===== src/rtl/tx_pkg.sv =====
// Shared types and constants for the display UART transmitter.
// FSM states, CPU address map, status bit positions, ASCII codes.
package tx_pkg;

    typedef enum logic [1:0] {
        S_IDLE,
        S_START,
        S_DATA,
        S_STOP
    } tx_state_t;

    localparam logic ADDR_DATA   = 1'b0;
    localparam logic ADDR_STATUS = 1'b1;

    localparam int BIT_BUSY = 7;
    localparam int BIT_IDLE = 6;
    localparam int BIT_OVF  = 0;

    localparam logic [7:0] ASCII_CR = 8'h0D;
    localparam logic [7:0] ASCII_LF = 8'h0A;

endpackage


===== src/rtl/uart_display_tx_fifo.sv =====
// Small first-word-fall-through FIFO for the display transmitter.
// Ports: clk, rst_n, push/din, pop/dout, full, empty.
module sync_fifo #(
    parameter int WIDTH = 8,
    parameter int DEPTH = 4
) (
    input  logic             clk,
    input  logic             rst_n,
    input  logic             push,
    input  logic [WIDTH-1:0] din,
    input  logic             pop,
    output logic [WIDTH-1:0] dout,
    output logic             full,
    output logic             empty
);

    localparam int AW = $clog2(DEPTH);

    logic [WIDTH-1:0] mem [DEPTH];
    logic [AW-1:0]    wr_ptr;
    logic [AW-1:0]    rd_ptr;
    logic [AW:0]      count;
    logic             do_push;
    logic             do_pop;

    assign full    = (count == (AW+1)'(DEPTH));
    assign empty   = (count == '0);
    // Fullness is sampled before any pop in the same cycle.
    assign do_push = push && !full;
    assign do_pop  = pop && !empty;
    assign dout    = mem[rd_ptr];

    always_ff @(posedge clk) begin
        if (do_push) begin
            mem[wr_ptr] <= din;
        end
    end

    always_ff @(posedge clk or negedge rst_n) begin
        if (!rst_n) begin
            wr_ptr <= '0;
            rd_ptr <= '0;
            count  <= '0;
        end else begin
            if (do_push) begin
                wr_ptr <= wr_ptr + 1'b1;
            end
            if (do_pop) begin
                rd_ptr <= rd_ptr + 1'b1;
            end
            unique case ({do_push, do_pop})
                2'b10:   count <= count + 1'b1;
                2'b01:   count <= count - 1'b1;
                default: count <= count;
            endcase
        end
    end

endmodule


===== src/rtl/uart_display_tx.sv =====
// CPU display port: FIFO-buffered 8N1 UART transmitter with busy bit.
// Ports: clk, rst_n, cs/we/address/din/dout CPU bus, uart_tx, led_activity.
module uart_display_tx
    import tx_pkg::*;
#(
    parameter int CLK_FREQ   = 25000000,
    parameter int BAUD       = 115200,
    parameter int FIFO_DEPTH = 4,
    parameter int CRLF       = 1
) (
    input  logic       clk,
    input  logic       rst_n,
    input  logic       cs,
    input  logic       we,
    input  logic       address,
    input  logic [7:0] din,
    output logic [7:0] dout,
    output logic       uart_tx,
    output logic       led_activity
);

    localparam int DIV = CLK_FREQ / BAUD;
    localparam int CW  = (DIV > 1) ? $clog2(DIV) : 1;
    localparam logic [CW-1:0] LAST = CW'(DIV - 1);

    tx_state_t  state;
    logic [CW-1:0] bit_cnt;
    logic [2:0] bit_idx;
    logic [7:0] tx_byte;
    logic       pending_lf;
    logic       led_tog;
    logic       overflow;

    logic       push;
    logic       pop;
    logic [7:0] wdata;
    logic [7:0] fifo_dout;
    logic       full;
    logic       empty;
    logic       rd_en;
    logic       rd_status;
    logic       tx_idle;
    logic [7:0] rd_word;

    assign push      = cs && we && (address == ADDR_DATA);
    assign wdata     = din & 8'h7F;
    assign rd_en     = cs && !we;
    assign rd_status = rd_en && (address == ADDR_STATUS);
    // A pending LF wins over the FIFO, so no pop while one is owed.
    assign pop       = (state == S_IDLE) && !pending_lf && !empty;
    assign tx_idle   = empty && (state == S_IDLE) && !pending_lf;
    assign led_activity = ~led_tog;

    sync_fifo #(
        .WIDTH (8),
        .DEPTH (FIFO_DEPTH)
    ) u_fifo (
        .clk   (clk),
        .rst_n (rst_n),
        .push  (push),
        .din   (wdata),
        .pop   (pop),
        .dout  (fifo_dout),
        .full  (full),
        .empty (empty)
    );

    always_comb begin
        rd_word = '0;
        rd_word[BIT_BUSY] = full;
        if (address == ADDR_STATUS) begin
            rd_word[BIT_IDLE] = tx_idle;
            rd_word[BIT_OVF]  = overflow;
        end
    end

    always_ff @(posedge clk or negedge rst_n) begin
        if (!rst_n) begin
            dout     <= 8'h00;
            overflow <= 1'b0;
        end else begin
            if (rd_en) begin
                dout <= rd_word;
            end
            // A fresh overflow beats the clear-on-read.
            overflow <= (push && full) || (overflow && !rd_status);
        end
    end

    always_ff @(posedge clk or negedge rst_n) begin
        if (!rst_n) begin
            state      <= S_IDLE;
            bit_cnt    <= '0;
            bit_idx    <= '0;
            tx_byte    <= '0;
            pending_lf <= 1'b0;
            led_tog    <= 1'b0;
            uart_tx    <= 1'b1;
        end else begin
            unique case (state)
                S_IDLE: begin
                    bit_cnt <= '0;
                    if (pending_lf) begin
                        tx_byte    <= ASCII_LF;
                        pending_lf <= 1'b0;
                        state      <= S_START;
                        uart_tx    <= 1'b0;
                    end else if (!empty) begin
                        tx_byte <= fifo_dout;
                        state   <= S_START;
                        uart_tx <= 1'b0;
                    end
                end
                S_START: begin
                    if (bit_cnt == LAST) begin
                        bit_cnt <= '0;
                        bit_idx <= '0;
                        state   <= S_DATA;
                        uart_tx <= tx_byte[0];
                    end else begin
                        bit_cnt <= bit_cnt + 1'b1;
                    end
                end
                S_DATA: begin
                    if (bit_cnt == LAST) begin
                        bit_cnt <= '0;
                        if (bit_idx == 3'd7) begin
                            state   <= S_STOP;
                            uart_tx <= 1'b1;
                        end else begin
                            bit_idx <= bit_idx + 3'd1;
                            uart_tx <= tx_byte[bit_idx + 3'd1];
                        end
                    end else begin
                        bit_cnt <= bit_cnt + 1'b1;
                    end
                end
                S_STOP: begin
                    if (bit_cnt == LAST) begin
                        bit_cnt <= '0;
                        state   <= S_IDLE;
                        led_tog <= ~led_tog;
                        if (CRLF == 1 && tx_byte == ASCII_CR) begin
                            pending_lf <= 1'b1;
                        end
                    end else begin
                        bit_cnt <= bit_cnt + 1'b1;
                    end
                end
                default: state <= S_IDLE;
            endcase
        end
    end

endmodule

===== config.mk =====
export PLATFORM = sky130hd
export DESIGN_NAME = uart_display_tx
export DESIGN_NICKNAME = d
export VERILOG_FILES = /design/src/rtl/tx_pkg.sv /design/src/rtl/uart_display_tx_fifo.sv /design/src/rtl/uart_display_tx.sv
export SDC_FILE = /design/constraint.sdc
export NUM_CORES = 1
export LEC_CHECK = 0
export CORE_ASPECT_RATIO = 1.5
export CORE_UTILIZATION = 58
export CTS_BUF_LIST = sky130_fd_sc_hd__clkbuf_8
export CTS_CLUSTER_SIZE = 10
export DETAILED_ROUTE_END_ITERATION = 7
export PLACE_DENSITY = 0.92
export SLEW_MARGIN = 20
export SYNTH_ARGS = -nofsm -noshare
export SYNTH_HDL_FRONTEND = slang
export SYNTH_SLANG_ARGS = --single-unit

===== constraint.sdc =====
create_clock -name clk -period 6.6 [get_ports clk]
set_input_delay 0.99 -clock clk [delete_from_list [all_inputs] [get_ports clk]]
set_output_delay 0.99 -clock clk [all_outputs]
set_load 0.01 [all_outputs]

==> run_results.csv <==
group,metric,value,unit
outcome,status,"complete, no violations",
die,io_pins,23,
cts,cts_tree,"yes",
drt,firstDrtPassIters,4,
worst_setup_path,arrival,2.97,ns
cts,cts_buffers,9,
timing,hold_viol,0,
cts,clk_pin_slew,0.08,ns
timing,finClkSkew,0.0183,ns
timing,fmaxAchievable,372,MHz
drt,num_vias,1728,
worst_setup_path,rr_worst_depth,11,
drt,drc_errors,0,
global_route,overflow,0,
synth,synthArstFlopShare,54.8,%
cts,root_buffer,"clkbuf_8",
global_route,use_met3,6.79,%
cells_and_area,drive_above_1_share,12.4,%
worst_setup_path,crit_buf_inv,3,
timing,setup_viol,0,
worst_setup_path,cpLargestDelayFamily,"buffers and inverters",
worst_setup_path,setup.worst_path.start,"address",
cts,ctsLongestPathBuffers,2,
global_route,grt_first_pass_wirelength,8120,um
worst_setup_path,critPathCaptureType,"flip-flop",
timing,maxSlewViolCount,0,
synth,yosysUniqueCellTypes,42,
worst_setup_path,slowest_delay,0.52,ns
timing,grt_setup_unrepaired,"no",
global_route,grt_util_met1,24.3,%
cells_and_area,fill_cells,305,
pwr,finalPower,1370,uW
placed_design,gp_congestion,0.776,
worst_setup_path,crit_cells,10,
pwr,power_density,417,nW/um^2
drt,detail-route-antenna-nets,0,
timing,setup_slack,3.91,ns
placed_design,pre_cts_ws,3.53,ns
cells_and_area,diodes,0,
timing,timing.hold.ws,0.487,ns
cts,holdBufCountCts,0,
worst_setup_path,startpoint_type,"input port",
die,dieWidth,59.1,um
global_route,track_usage,22.7,%
synth,synth-edff-count,28,
timing,fin_setup_tns,0,ns
global_route,grt_pass1_vias,1780,
cts,post_cts.repair.setup_buffers,0,
timing,tightest_slew,0.584,ns
drt,routed_wl,4970,um
synth,ys_seq_area_share,59.8,%
worst_setup_path,crit_required,6.88,ns
cells_and_area,area_delta_synth_final,15.9,%
global_route,met2_usage,39.2,%
global_route,grt_max_degree,35,
synth,postSynthAreaPerCell,13.4,um^2
die,row_count,30,
pwr,max-vdd-ir-drop,0.266,mV
min_path,min_path_cells,1,
synth,ys.flop_type,"dfrtp_1",
worst_setup_path,crit_chain,"clkdlybuf4s50_1 -> nor2b_1 -> and3_1 -> inv_1 -> ha_1 -> inv_1 -> fa_1 -> xor2_1 -> nor2_1 -> xor2_1",
synth,syn_inst,212,
drt,viasPerCell,5.67,
synth,ys_seq_elements,62,
cts,clock_latency,0.35,ns
placed_design,dp_hpwl,3440,um
synth,synth_top_cell_area_share,29.7,%
die,die_area,5170,um^2
timing,period_share,40.8,%
pwr,power_leakage,0.00133,uW
synth,synthTopCellsByArea,"edfxtp_1 (30%), dfrtp_1 (29%), mux4_2 (6.4%)",
cells_and_area,nets,264,
synth,yosysWarnings,0,
synth,synth_area,2830,um^2
cts,htree_levels,3,
global_route,top_usage_layer,"met2",
synth,yosys.area.top_type,"edfxtp_1",
job,cap_violations,0,
cts,cts-resized-gates,0,
die,start_util,61.4,%
worst_setup_path,worst-setup-path-type,"input port to flip-flop",
placed_design,io_buffer_count,16,
die,die_y,87.6,um
worst_setup_path,r2r-start,"state[0]",
drt,wl_per_cell,16.3,um
worst_setup_path,cp_max_fo,7,
global_route,antenna_found_initial,0,
min_path,hp-start,"uart_tx",
timing,maxSlewHeadroom,60.8,%
cts,clock_sinks,62,
die,core_area,4620,um^2
worst_setup_path,slowest_stage,"clkdlybuf4s50_1",
min_path,min_path_type,"flip-flop to flip-flop",
timing,period_needed,2.69,ns
drt,drtIter0Drc,74,
through the flow:
| stage | instance area (um^2) | util [%] | std cells |
|---|---|---|---|
| after floorplan | 2850 | - | 216 |
| after global placement | 3050 | 66.0 | 289 |
| after detailed placement | 3050 | 66.0 | 289 |
| after CTS | 3280 | 71.1 | 305 |
| after global routing | 3280 | 71.1 | 305 |
| final | 3280 | 71.1 | 305 |
registers in the layout, indices dropped and copies added (netlist names):
register / count
u_fifo.mem: 28
u_fifo.rd_ptr: 2
state: 2
led_tog: 1
u_fifo.count: 3
tx_byte: 7
bit_cnt: 8
pending_lf: 1
dout: 3
bit_idx: 3
overflow: 1
uart_tx: 1
u_fifo.wr_ptr: 2
path summary, 6_finish.rpt:
check	to	slack, ns
hold / removal	uart_tx	0.49
setup reg to reg	u_fifo.count[2]	4.13
min in group asynchronous	u_fifo.rd_ptr[0]	1.06
max in group asynchronous	uart_tx	5.20
setup / recovery	u_fifo.count[2]	3.91
hold reg to reg	uart_tx	0.49
routing by layer:
| layer | vias up | wire [um] |
|---|---|---|
| met4 | 0 | 126 |
| met3 | 14 | 215 |
| li1 | 801 | - |
| met2 | 39 | 2790 |
| met1 | 874 | 1830 |
| met5 | - | 0 |
synthesized netlist by cell type (3+ instances only):
cell type	number
dfrtp_1	33
edfxtp_1	28
nor2_1	16
inv_1	15
ha_1	14
nand2_1	12
mux4_2	8
nand3_1	7
o21ai_0	7
xor2_1	7
a22o_1	6
xnor2_1	6
buf_4	5
and2_1	4
nor3_1	4
o2bb2ai_1	4
and3_1	3
cell families after synthesis:
kind of cell / synth area share (%)
flip-flops: 59.8
AND/OR/NAND/NOR: 9.36
AO/OA/AOI/OAI: 7.69
buffers and inverters: 3.89
adder cells (fa/ha/maj): 6.89
XOR/XNOR: 4.02
multiplexers: 8.26
other: 0.132
final cells by class:
| type | count | area, um^2 | area share (%) |
|---|---|---|---|
| clock buffer | 9 | 124 | 3.77 |
| clock inverter | 7 | 114 | 3.47 |
| inverter | 16 | 60.1 | 1.83 |
| multi-input combinational | 130 | 1040 | 31.8 |
| sequential | 62 | 1690 | 51.6 |
| tap | 64 | 80.1 | 2.44 |
| timing repair buffer | 17 | 168 | 5.11 |
where the power goes:
part / leakage [uW] / switching (uW) / internal, uW
combinational: 0.000532 / 197 / 198
sequential: 0.000681 / 91.6 / 486
clock: 0.000117 / 149 / 249
cells in the final DEF (no fill, tap or decap), types with 2 or more instances in the layout:
cell type and count:
conb_1 5, o21ai_1 2, mux2i_1 2, a22oi_1 2, or3_1 2, and3_1 3, mux4_2 8, edfxtp_1 28
ha_1 14, xnor2_1 6, mux2_2 2, nand2_1 12, o22a_1 2, and2_1 4, clkdlybuf4s50_1 16, clkbuf_8 9
nor2_1 16, clkinvlp_4 2, nor2b_1 2, xor2_1 7, o2bb2ai_1 4, a22o_1 6, o21ai_0 7, bufinv_16 3
inv_1 16, dfrtp_1 33, nand3_1 7, nor3_1 4
Power figures use the tool's default switching activity.
